[config.mk]
export PLATFORM = sky130hd
export DESIGN_NAME = exec_sequencer
export DESIGN_NICKNAME = d
export VERILOG_FILES = /design/src/rtl/exec_sequencer_pkg.sv /design/src/rtl/exec_sequencer_tick_prescaler.sv /design/src/rtl/exec_sequencer.sv
export SDC_FILE = /design/constraint.sdc
export NUM_CORES = 1
export LEC_CHECK = 0
export BUFFER_PORTS_ARGS = -buffer_cell sky130_fd_sc_hd__buf_2
export CAP_MARGIN = 20
export CORE_MARGIN = 1.5
export CORE_UTILIZATION = 48
export DETAILED_ROUTE_END_ITERATION = 8
export PLACE_DENSITY = 0.77
export SYNTH_ARGS = -nofsm -noshare
export SYNTH_HDL_FRONTEND = slang
export SYNTH_HIERARCHICAL = 1
export SYNTH_SLANG_ARGS = --single-unit
[constraint.sdc]
create_clock -name clk -period 2.15 [get_ports clk]
set_input_delay 0.43 -clock clk [delete_from_list [all_inputs] [get_ports clk]]
set_output_delay 0.43 -clock clk [all_outputs]
set_load 0.01 [all_outputs]
[src/rtl/exec_sequencer_pkg.sv]
// Shared opcode, state and instruction-field definitions for the exec_sequencer slice.
package exec_sequencer_pkg;

  typedef enum logic [1:0] {
    StWait  = 2'd0,
    StFetch = 2'd1,
    StExec  = 2'd2,
    StHalt  = 2'd3
  } state_e;

  localparam int unsigned OPC_MSB = 15;
  localparam int unsigned OPC_LSB = 12;

  localparam logic [3:0] OP_NOP  = 4'h0;
  localparam logic [3:0] OP_LDI  = 4'h1;
  localparam logic [3:0] OP_ADD  = 4'h2;
  localparam logic [3:0] OP_SUB  = 4'h3;
  localparam logic [3:0] OP_JZ   = 4'h4;
  localparam logic [3:0] OP_JMP  = 4'h5;
  localparam logic [3:0] OP_HALT = 4'hE;
  localparam logic [3:0] OP_OUT  = 4'hF;

  function automatic logic [3:0] opcode_of(input logic [15:0] instr);
    return instr[OPC_MSB:OPC_LSB];
  endfunction

endpackage

[src/rtl/exec_sequencer_tick_prescaler.sv]
// Run-mode tick generator: one-cycle tick every TICK_DIV cycles while en is held high.
module exec_sequencer_tick_prescaler #(
  parameter int unsigned TICK_DIV = 50000000
) (
  input  logic clk,
  input  logic rst_n,
  input  logic en,
  output logic tick
);

  localparam int unsigned CntW = (TICK_DIV > 1) ? $clog2(TICK_DIV) : 1;

  logic [CntW-1:0] count_q;
  logic            at_top;

  assign at_top = (count_q == CntW'(TICK_DIV - 1));
  assign tick   = en && at_top;

  always_ff @(posedge clk) begin
    if (!rst_n) begin
      count_q <= '0;
    end else if (!en || at_top) begin
      count_q <= '0;
    end else begin
      count_q <= count_q + CntW'(1);
    end
  end

endmodule

[src/rtl/exec_sequencer.sv]
// Instruction sequencer: PC, synchronous-ROM fetch, instruction register and datapath strobes
// with run/step/halt control and JZ/JMP flow on a sticky zero flag.
module exec_sequencer
  import exec_sequencer_pkg::*;
#(
  parameter int unsigned ROM_SIZE = 16,
  parameter int unsigned ADDR_W   = 4,
  parameter int unsigned TICK_DIV = 50000000
) (
  input  logic              clk,
  input  logic              rst_n,
  input  logic              run,
  input  logic              step,
  input  logic [15:0]       instruction,
  input  logic              alu_zero,
  output logic [ADDR_W-1:0] rom_addr,
  output logic [15:0]       ir,
  output logic              rf_we,
  output logic              wb_sel,
  output logic              out_en,
  output logic              zero_flag,
  output logic              busy,
  output logic              halted
);

  state_e            state_q;
  logic [ADDR_W-1:0] pc_q, pc_d, pc_inc, jump_tgt;
  logic [15:0]       ir_q;
  logic              zero_q;
  logic              tick, start;
  logic [3:0]        opc;

  exec_sequencer_tick_prescaler #(
    .TICK_DIV(TICK_DIV)
  ) u_prescaler (
    .clk  (clk),
    .rst_n(rst_n),
    .en   (run),
    .tick (tick)
  );

  assign start    = (run && tick) || (!run && step);
  assign opc      = opcode_of(ir_q);
  assign pc_inc   = (pc_q == ADDR_W'(ROM_SIZE - 1)) ? '0 : pc_q + ADDR_W'(1);
  // Targets beyond the populated ROM fold back into it.
  assign jump_tgt = ADDR_W'(32'(ir_q[ADDR_W-1:0]) % ROM_SIZE);

  always_comb begin
    pc_d   = pc_inc;
    rf_we  = 1'b0;
    wb_sel = 1'b0;
    out_en = 1'b0;
    case (opc)
      OP_NOP:  ;
      OP_LDI:  rf_we = 1'b1;
      OP_ADD,
      OP_SUB:  begin
        rf_we  = 1'b1;
        wb_sel = 1'b1;
      end
      OP_JZ:   if (zero_q) pc_d = jump_tgt;
      OP_JMP:  pc_d = jump_tgt;
      OP_HALT: pc_d = pc_q;
      OP_OUT:  out_en = 1'b1;
      default: ;
    endcase
    if (state_q != StExec) begin
      rf_we  = 1'b0;
      wb_sel = 1'b0;
      out_en = 1'b0;
    end
  end

  always_ff @(posedge clk) begin
    if (!rst_n) begin
      state_q <= StWait;
      pc_q    <= '0;
      ir_q    <= '0;
      zero_q  <= 1'b0;
    end else begin
      unique case (state_q)
        StWait:  if (start) state_q <= StFetch;
        StFetch: begin
          ir_q    <= instruction;
          state_q <= StExec;
        end
        StExec:  begin
          pc_q <= pc_d;
          if (opc == OP_SUB) zero_q <= alu_zero;
          state_q <= (opc == OP_HALT) ? StHalt : StWait;
        end
        StHalt:  ;
        default: state_q <= StWait;
      endcase
    end
  end

  assign rom_addr  = pc_q;
  assign ir        = ir_q;
  assign zero_flag = zero_q;
  assign busy      = (state_q == StFetch) || (state_q == StExec);
  assign halted    = (state_q == StHalt);

endmodule

[After elaboration in Yosys (flattened, before gate mapping)]
Cells that the tools add are included.
Word-level totals
  flip-flop bits (word level): 49
  output and inout port bits: 26
  bits of input ports: 21
  logic and storage cells: 50
Operators by class
  equal/unequal tests: 14
  bitwise logic cells: 2
  reductions and logical operators: 15
  add/subtract/negate cells: 2
  muxes and demuxes: 12
Operators by type and width (count)
  26-bit by 1-bit adder with 26-bit output (second input constant): 1
  26-bit == test (second input constant): 1
  4-bit == test (second input constant): 3
  4-bit one-hot mux with 3 select lines: 1
  4-bit by 2-bit == test with 1-bit output (second input constant): 2
  4-bit by 3-bit == test with 1-bit output (second input constant): 2
  4-bit two-way mux: 2
  1-bit two-way mux: 6
  2-bit one-hot mux with 3 select lines: 1
  2-bit AND reduction: 3
  4-bit by 1-bit adder with 4-bit output (second input constant): 1
  2-bit == test (second input constant): 2
  4-bit by 1-bit == test with 1-bit output (second input constant): 1
  2-bit two-way mux: 2
  2-bit != test (second input constant): 2
  2-bit OR reduction: 2
  1-bit logical AND: 3
  1-bit logical OR: 3
  3-bit nonzero test: 1
  3-bit OR reduction: 1
  2-bit by 1-bit == test with 1-bit output (second input constant): 1
  2-bit logical NOT: 1
  1-bit inverter: 2
  1-bit logical NOT: 1

[Logic depth before layout (Yosys ltp)]
Gate-level depths: netlist of the first run.
  word-level depth: 6
  depth in mapped cells: 8
  depth with buffers taken out: 8

[Hierarchy]
The synthesis of the first run kept the hierarchy.
Modules (own cells, without submodules)
  exec_sequencer_tick_prescaler: seq. area each 520.5 um2, instances 1, area each 1257.5 um2, cells an instance 147
  exec_sequencer: seq. area each 460.4 um2, instances 1, area each 1077.3 um2, cells an instance 110

[Least setup slack after synthesis of the first run]
OpenSTA, ideal clock, no wires.
  path type: reg2reg
  start: register u_prescaler.count_q[0]
  end: register u_prescaler.count_q[18]
  stages on the path, launching flop included: 6
  path slack: 224 ps
  arrival: 1855 ps
  cells stage by stage: dfxtp_1 ha_1 nand4_1 or4_1 or3_1 a21oi_1
On the way
  cells in the longest elaborated chain, start to end: 3
  elaborated cells between the ends (all ways): 4
RTL lines
  start, declared: line exec_sequencer_tick_prescaler.sv:13  | logic [CntW-1:0] count_q;
  start signal, assigned: line exec_sequencer_tick_prescaler.sv:25  | count_q <= count_q + CntW'(1);
  parallel branches: the longest is 3 deep, another holds 26-bit by 1-bit adder with 26-bit output
Several ways; the timed one is not identified.
A chain may end at the register's enable or synchronous reset.

[Worst setup path in the final report of the first run]
  start: register u_prescaler.count_q[1]
  end: register u_prescaler.count_q[18]
Same word-level chain as after synthesis.

==> results of run 1 <==
-- cell usage in the layout, fill, tap and decap left out, types with 6 or more instances in the layout --
| master | instances |
|---|---|
| nand2_1 | 16 |
| o21ai_0 | 7 |
| xnor2_1 | 9 |
| xor2_1 | 6 |
| nand3_1 | 14 |
| or4_1 | 6 |
| ha_1 | 6 |
| mux2i_1 | 19 |
| nand4_1 | 8 |
| dfxtp_1 | 48 |
| nor2_1 | 36 |
| a21oi_1 | 13 |
| buf_4 | 8 |
| buf_2 | 46 |
| inv_1 | 7 |
-- per-layer routing --
layer	track usage (%)	wire, µm	vias up
li1	-	-	1039
met1	24.8	2240	930
met2	28.3	2270	45
met3	4.28	189	7
met4	7.34	71	0
met5	0	0	-
-- state kept, by name, indices dropped and copies added (netlist names) --
name and cells:
ir 16, u_prescaler/count_q 26, state_q 2, rom_addr 4, zero_flag 1
-- power groups by stage --
stage,Clock (µW),Combinational [µW],Sequential [µW]
final,650,474,1050
after global routing,710,520,1060
after CTS,670,472,1050
after detailed placement,0,469,1070
after global placement,0,459,1060
after floorplan,0,309,1080
-- what timing repair did --
action,4_1_cts,5_1_grt
endpoints found under the setup margin,0,2
gates resized for setup,0,3
endpoints found under the hold margin,0,0
-- cells by family (layout without fill, tap and decap cells) --
family,Yosys count,count (layout)
xor gates and xnor gates,15,15
buffers and inverters,17,69
AOI/OAI and AO/OA,39,39
adders and majority gates,6,6
and+or+nand+nor,112,112
DFF,49,49
muxes,19,19
-- worst paths after layout --
| path | start | cells after the start | end |
|---|---|---|---|
| worst max-delay path | u_prescaler/count_q[1] | 5 | u_prescaler/count_q[18] |
| worst min-delay path | instruction[3] | 3 | ir[3] |
| worst max register to register | u_prescaler/count_q[1] | 5 | u_prescaler/count_q[18] |
| worst min register to register | u_prescaler/count_q[25] | 2 | u_prescaler/count_q[25] |
-- worst max-delay path, delay by kind of cell (launching register included) --
kind,cells,cell delay (ps)
AOI/OAI and AO/OA,1,130
adders and majority gates,1,240
DFF,1,390
and+or+nand+nor,3,1190
-- cell type report --
type | instances | area (µm²)
tap | 54 | 67.6
clock inverter | 2 | 38.8
sequential | 49 | 982
inverter | 7 | 26.3
multi-input combinational | 191 | 1290
fill | 416 | 1930
timing repair buffer | 54 | 290
clock buffer | 6 | 72.6
-- through the flow --
stage	hold WS [ps]	utilization, %	total power, µW	setup slack, ps	cell area (µm²)
2_1_floorplan	447	-	1390	224	2330
3_3_place_gp	463	56.3	1520	190	2640
3_5_place_dp	470	56.3	1540	137	2640
4_1_cts	348	58.7	2190	118	2760
5_1_grt	344	59.0	2290	7.36	2770
6_report	353	59.0	2170	140	2770
==> run summary, run 1 <==
Worst clock skew: 15.0 ps
#FFs+latches synth: 49
Max IR drop VDD: 0.371 mV
Max-Cap Viols: 0
Skew-Pair Late Insertion Delay: 310 ps
Hpwl dp: 3470 µm
Worst Tran Pin Value: 630 ps
Via count of the first global-routing pass: 1739
Pint: 1550 µW
Sw Ratio: 28.5%
Die area: 0.00529 mm²
Total number of placement rows: 25
Initial detailed-routing violation count: 129
Die height: 72.7 µm
Post-CTS Setup Bufs: 0
Post-synthesis mux area share: 8.15%
DRT antenna net count: 0
Syn Inst Count: 257
Core Area: 0.00469 mm²
RSZ-0062 raised after global routing: no
Total CTS buffers: 5
Period minus WS final: 2010 ps
Hold WC Path Type: input port to flip-flop
Seq/Total Area, Yosys: 42.0%
Via count: 2021
Crit-path slowest cell: or4_1
Largest net degree at the start of global routing: 21
# IOs: 47
Starting density of the core: 49.8%
Post-synth top area cell: dfxtp_1
# nets final: 335
Root buf cell: clkbuf_8
Ys Warns: 6
Netlist cell types: 43
Setup crit end kind: flip-flop
DRC viols: 0
H-tree levels: 2
Asr flop ratio synth: 0%
CTS Buffer Depth: 2
Area grow syn2layout: 18.5%
Syn_nets: 284
Largest family of logic cells by synthesized area: simple AND/OR/NAND/NOR gates
Mapped Area: 0.00233 mm²
Placed cells: 355
Vias per cell: 5.57
Antenna violations before repair: 0
Clk sinks: 49
Share of the synthesized area in the top cell type: 42.0%
Total gr overflow: 0
CP startpoint kind: flip-flop
Total GRT Usage: 18.4%
Crit path largest cell delay: 610 ps
CP Data Arrival Time: 2250 ps
First-pass GRT wire length: 7650 µm
Maximum clock frequency: 497 MHz
Drt wl/cell: 13.1 µm
Reg clk slew, reported paths: 90 ps
PortBufs: 46
Final setup viols: 0
Comb pwr share: 21.8%
Reg2reg setup slack: 140 ps
Layout Cells excl Fill: 363
GP Congestion: 0.783
EDFF count, synth: 0
Antenna cells: 0
Leakage power figure: 0.00104 µW
DR pass1 iterations: 4
Sequential share of power: 48.2%
Die Wd: 72.7 µm
Slew Limit Fails: 0
CP Cell Sequence: ha_1 > nand4_1 > or4_1 > or3_1 > a21oi_1
Post-synthesis xor/xnor area fraction: 5.63%
Average cell area after synthesis: 9.08 µm²
Most numerous cell in the Yosys netlist: dfxtp_1
Most used DFF post-synth: dfxtp_1
Synth Area in Adders: 3.22%
CTS Hold Bufs: 0
Fin crit share: 93.5%
Area fraction in compound gates after synthesis: 11.6%
Power density over the cells: 785 mW/mm²
Clock power share: 29.9%
Sum Neg Setup Slack: 0 ps
Top cells by area, synth: dfxtp_1, mux2i_1, nor2_1
Sw power: 618 µW
CP required: 2390 ps
Slew Limit Headroom: 57.9%
Status: finished clean
Synth Area in Simple Gates: 26.2%
Share of post-route cells with drive strength above 1: 24.3%
DRT Wirelength: 4770 µm
CTS tree: yes
Final hold violation count: 0
Crit Path Category: flip-flop to flip-flop
Top cells by count, synth: dfxtp_1, nor2_1, mux2i_1
Worst-path maximum fanout: 5
Power figures use the tool's default switching activity.
==> run 2: changes to the inputs <==
==> constraint.sdc (replaced) <==
create_clock -name clk -period 2.55 [get_ports clk]
set_input_delay 0.51 -clock clk [delete_from_list [all_inputs] [get_ports clk]]
set_output_delay 0.51 -clock clk [all_outputs]
set_load 0.01 [all_outputs]
==> run summary, run 2 (synthesis gave the netlist of run 1 again) <==
Skew-Pair Late Insertion Delay: 310 ps (about the same)
# nets final: 331 (-1.2%)
Worst-path maximum fanout: 7 (+2)
Root buf cell: clkbuf_8
First-pass GRT wire length: 8050 µm (+5.2%)
Placed standard-cell area: 0.00261 mm² (-1.1%)
Hpwl dp: 3350 µm (-3.4%)
PortBufs: 46 (unchanged)
Total gr overflow: 0 (unchanged)
Via count of the first global-routing pass: 1782 (+2.5%)
DRT antenna net count: 0 (unchanged)
Most flops, register: u_prescaler/count_q
Post-CTS Setup Bufs: 0 (unchanged)
Power density over the cells: 638 mW/mm² (-19%)
Hold Crit Start: instruction[14]
Slew Limit Fails: 0 (unchanged)
CP Cell Sequence: ha_1 > nand4_1 > or4_1 > or3_1 > a21oi_1
Total number of placement rows: 25 (unchanged)
RSZ-0062 raised after global routing: no
Crit Path Category: flip-flop to flip-flop
Antenna violations before repair: 0 (unchanged)
Most common cell after layout, fill and taps aside: dfxtp_1
Die Wd: 72.7 µm (unchanged)
CP required: 2790 ps (+400 ps)
Vias per cell: 5.61 (+0.71%)
Sum Neg Setup Slack: 0 ps (unchanged)
Total CTS buffers: 5 (unchanged)
CTS tree: yes
GP Congestion: 0.802 (+2.4%)
Top delay family on crit path: simple AND/OR/NAND/NOR gates
Max-Cap Viols: 0 (unchanged)
Crit path depth: 5 (unchanged)
Post-CTS sizing: 0 (unchanged)
Antenna cells: 0 (unchanged)
Status: finished clean
Multi-input logic area: 0.00128 mm² (-0.78%)
CP startpoint: u_prescaler/count_q[0]
Drt wl/cell: 13.1 µm (-0.16%)
Clk sinks: 49 (unchanged)
Pint: 1200 µW (-23%)
DRC viols: 0 (unchanged)
CP Data Arrival Time: 2360 ps (+110 ps)
Most frequent cells in the layout: dfxtp_1, buf_2, nor2_1
Slew Limit Headroom: 53.5% (-4.4 points)
Register area: 981 µm² (-0.13%)
Die height: 72.7 µm (unchanged)
Final hold violation count: 0 (unchanged)
Sequential share of power: 51.4% (+3.2 points)
Crit path largest cell delay: 630 ps (+20 ps)
Crit-path slowest cell: or4_1
Total GRT Usage: 19.2% (+0.86 points)
Area grow syn2layout: 15.5%
Worst clock skew: 9.98 ps (-5.00 ps)
Final setup viols: 0 (unchanged)
Setup crit end kind: flip-flop
# IOs: 47 (unchanged)
Maximum clock frequency: 470 MHz (-5.4%)
CTS Hold Bufs: 0 (unchanged)
Die area: 0.00529 mm² (unchanged)
Worst Tran Pin Value: 691 ps (+61.0 ps)
Clock power share: 25.8% (-4.1 points)
Fin crit share: 83.4% (-10 points)
Reg clk slew, reported paths: 90 ps (about the same)
Via count: 2013 (-0.40%)
Initial detailed-routing violation count: 135 (+4.7%)
Hold WC Path Type: input port to flip-flop
DR pass1 iterations: 4 (unchanged)
Comb pwr share: 22.8% (+1.0 points)
Core Area: 0.00469 mm² (unchanged)
CTS Buffer Depth: 2 (unchanged)
Sw Ratio: 30.1% (+1.6 points)
Design area: 0.00270 mm² (-2.5%)
Crit path buf inv count: 0 (unchanged)
Placed cells: 351 (-1.1%)
Hold Crit Depth: 3 (unchanged)
Largest net degree at the start of global routing: 20 (-4.8%)
Starting density of the core: 49.8% (unchanged)
Max reg flops: 26 (unchanged)
Layout Cells excl Fill: 359 (-1.1%)
Period minus WS final: 2130 ps (+115 ps)
Final Power: 1720 µW (-21%)
DRT Wirelength: 4710 µm (-1.3%)
Fin Hold WS: 433 ps (+80.2 ps)
Sw power: 518 µW (-16%)
Filler cells: 421 (+1.2%)
Max IR drop VDD: 0.295 mV (-21%)
H-tree levels: 2 (unchanged)
Reg2reg start: u_prescaler/count_q[0]
Worst Reg-to-Reg Cells: 5 (unchanged)
Leakage power figure: 0.00101 µW (-3.1%)
CP startpoint kind: flip-flop
Share of post-route cells with drive strength above 1: 22.3% (-2.0 points)
-- run 2: worst paths after layout --
kind,endpoint,slack (ps)
max,u_prescaler/count_q[18],420
max reg2reg,u_prescaler/count_q[18],420
min reg2reg,u_prescaler/count_q[23],480
min,ir[14],430
-- run 2: stage by stage --
step	util [%]	worst slack (ps)
6_report	57.5	424
5_1_grt	57.5	131
4_1_cts	57.5	440
3_5_place_dp	55.7	481
3_3_place_gp	55.7	523
2_1_floorplan	-	624
-- run 2: cell type report --
class / count / share of cell area (%)
tap: 54 / 2.51
inverter: 7 / 0.974
multi-input combinational: 191 / 47.4
clock buffer: 6 / 2.69
sequential: 49 / 36.4
timing repair buffer: 50 / 9.65
clock inverter: 2 / 0.371
-- run 2: layer usage --
layer,routed length [µm],vias up,track usage [%]
met5,0,-,0
met2,2180,38,29.3
li1,-,1027,-
met4,82,0,7.13
met1,2270,940,26.3
met3,179,8,4.83
-- run 2: tightest hold or removal path, delay by kind of cell --
| kind | cells | cell delay (ps) |
|---|---|---|
| buffers and inverters | 1 | 80 |
| muxes | 1 | 50 |
| and+or+nand+nor | 1 | 70 |
-- run 2: power by group through the flow --
stage | Combinational, µW | Sequential (µW) | Clock, µW
after floorplan | 260 | 914 | 0
after global placement | 385 | 898 | 0
after detailed placement | 394 | 901 | 0
after CTS | 396 | 884 | 456
after global routing | 434 | 892 | 489
final | 392 | 884 | 443
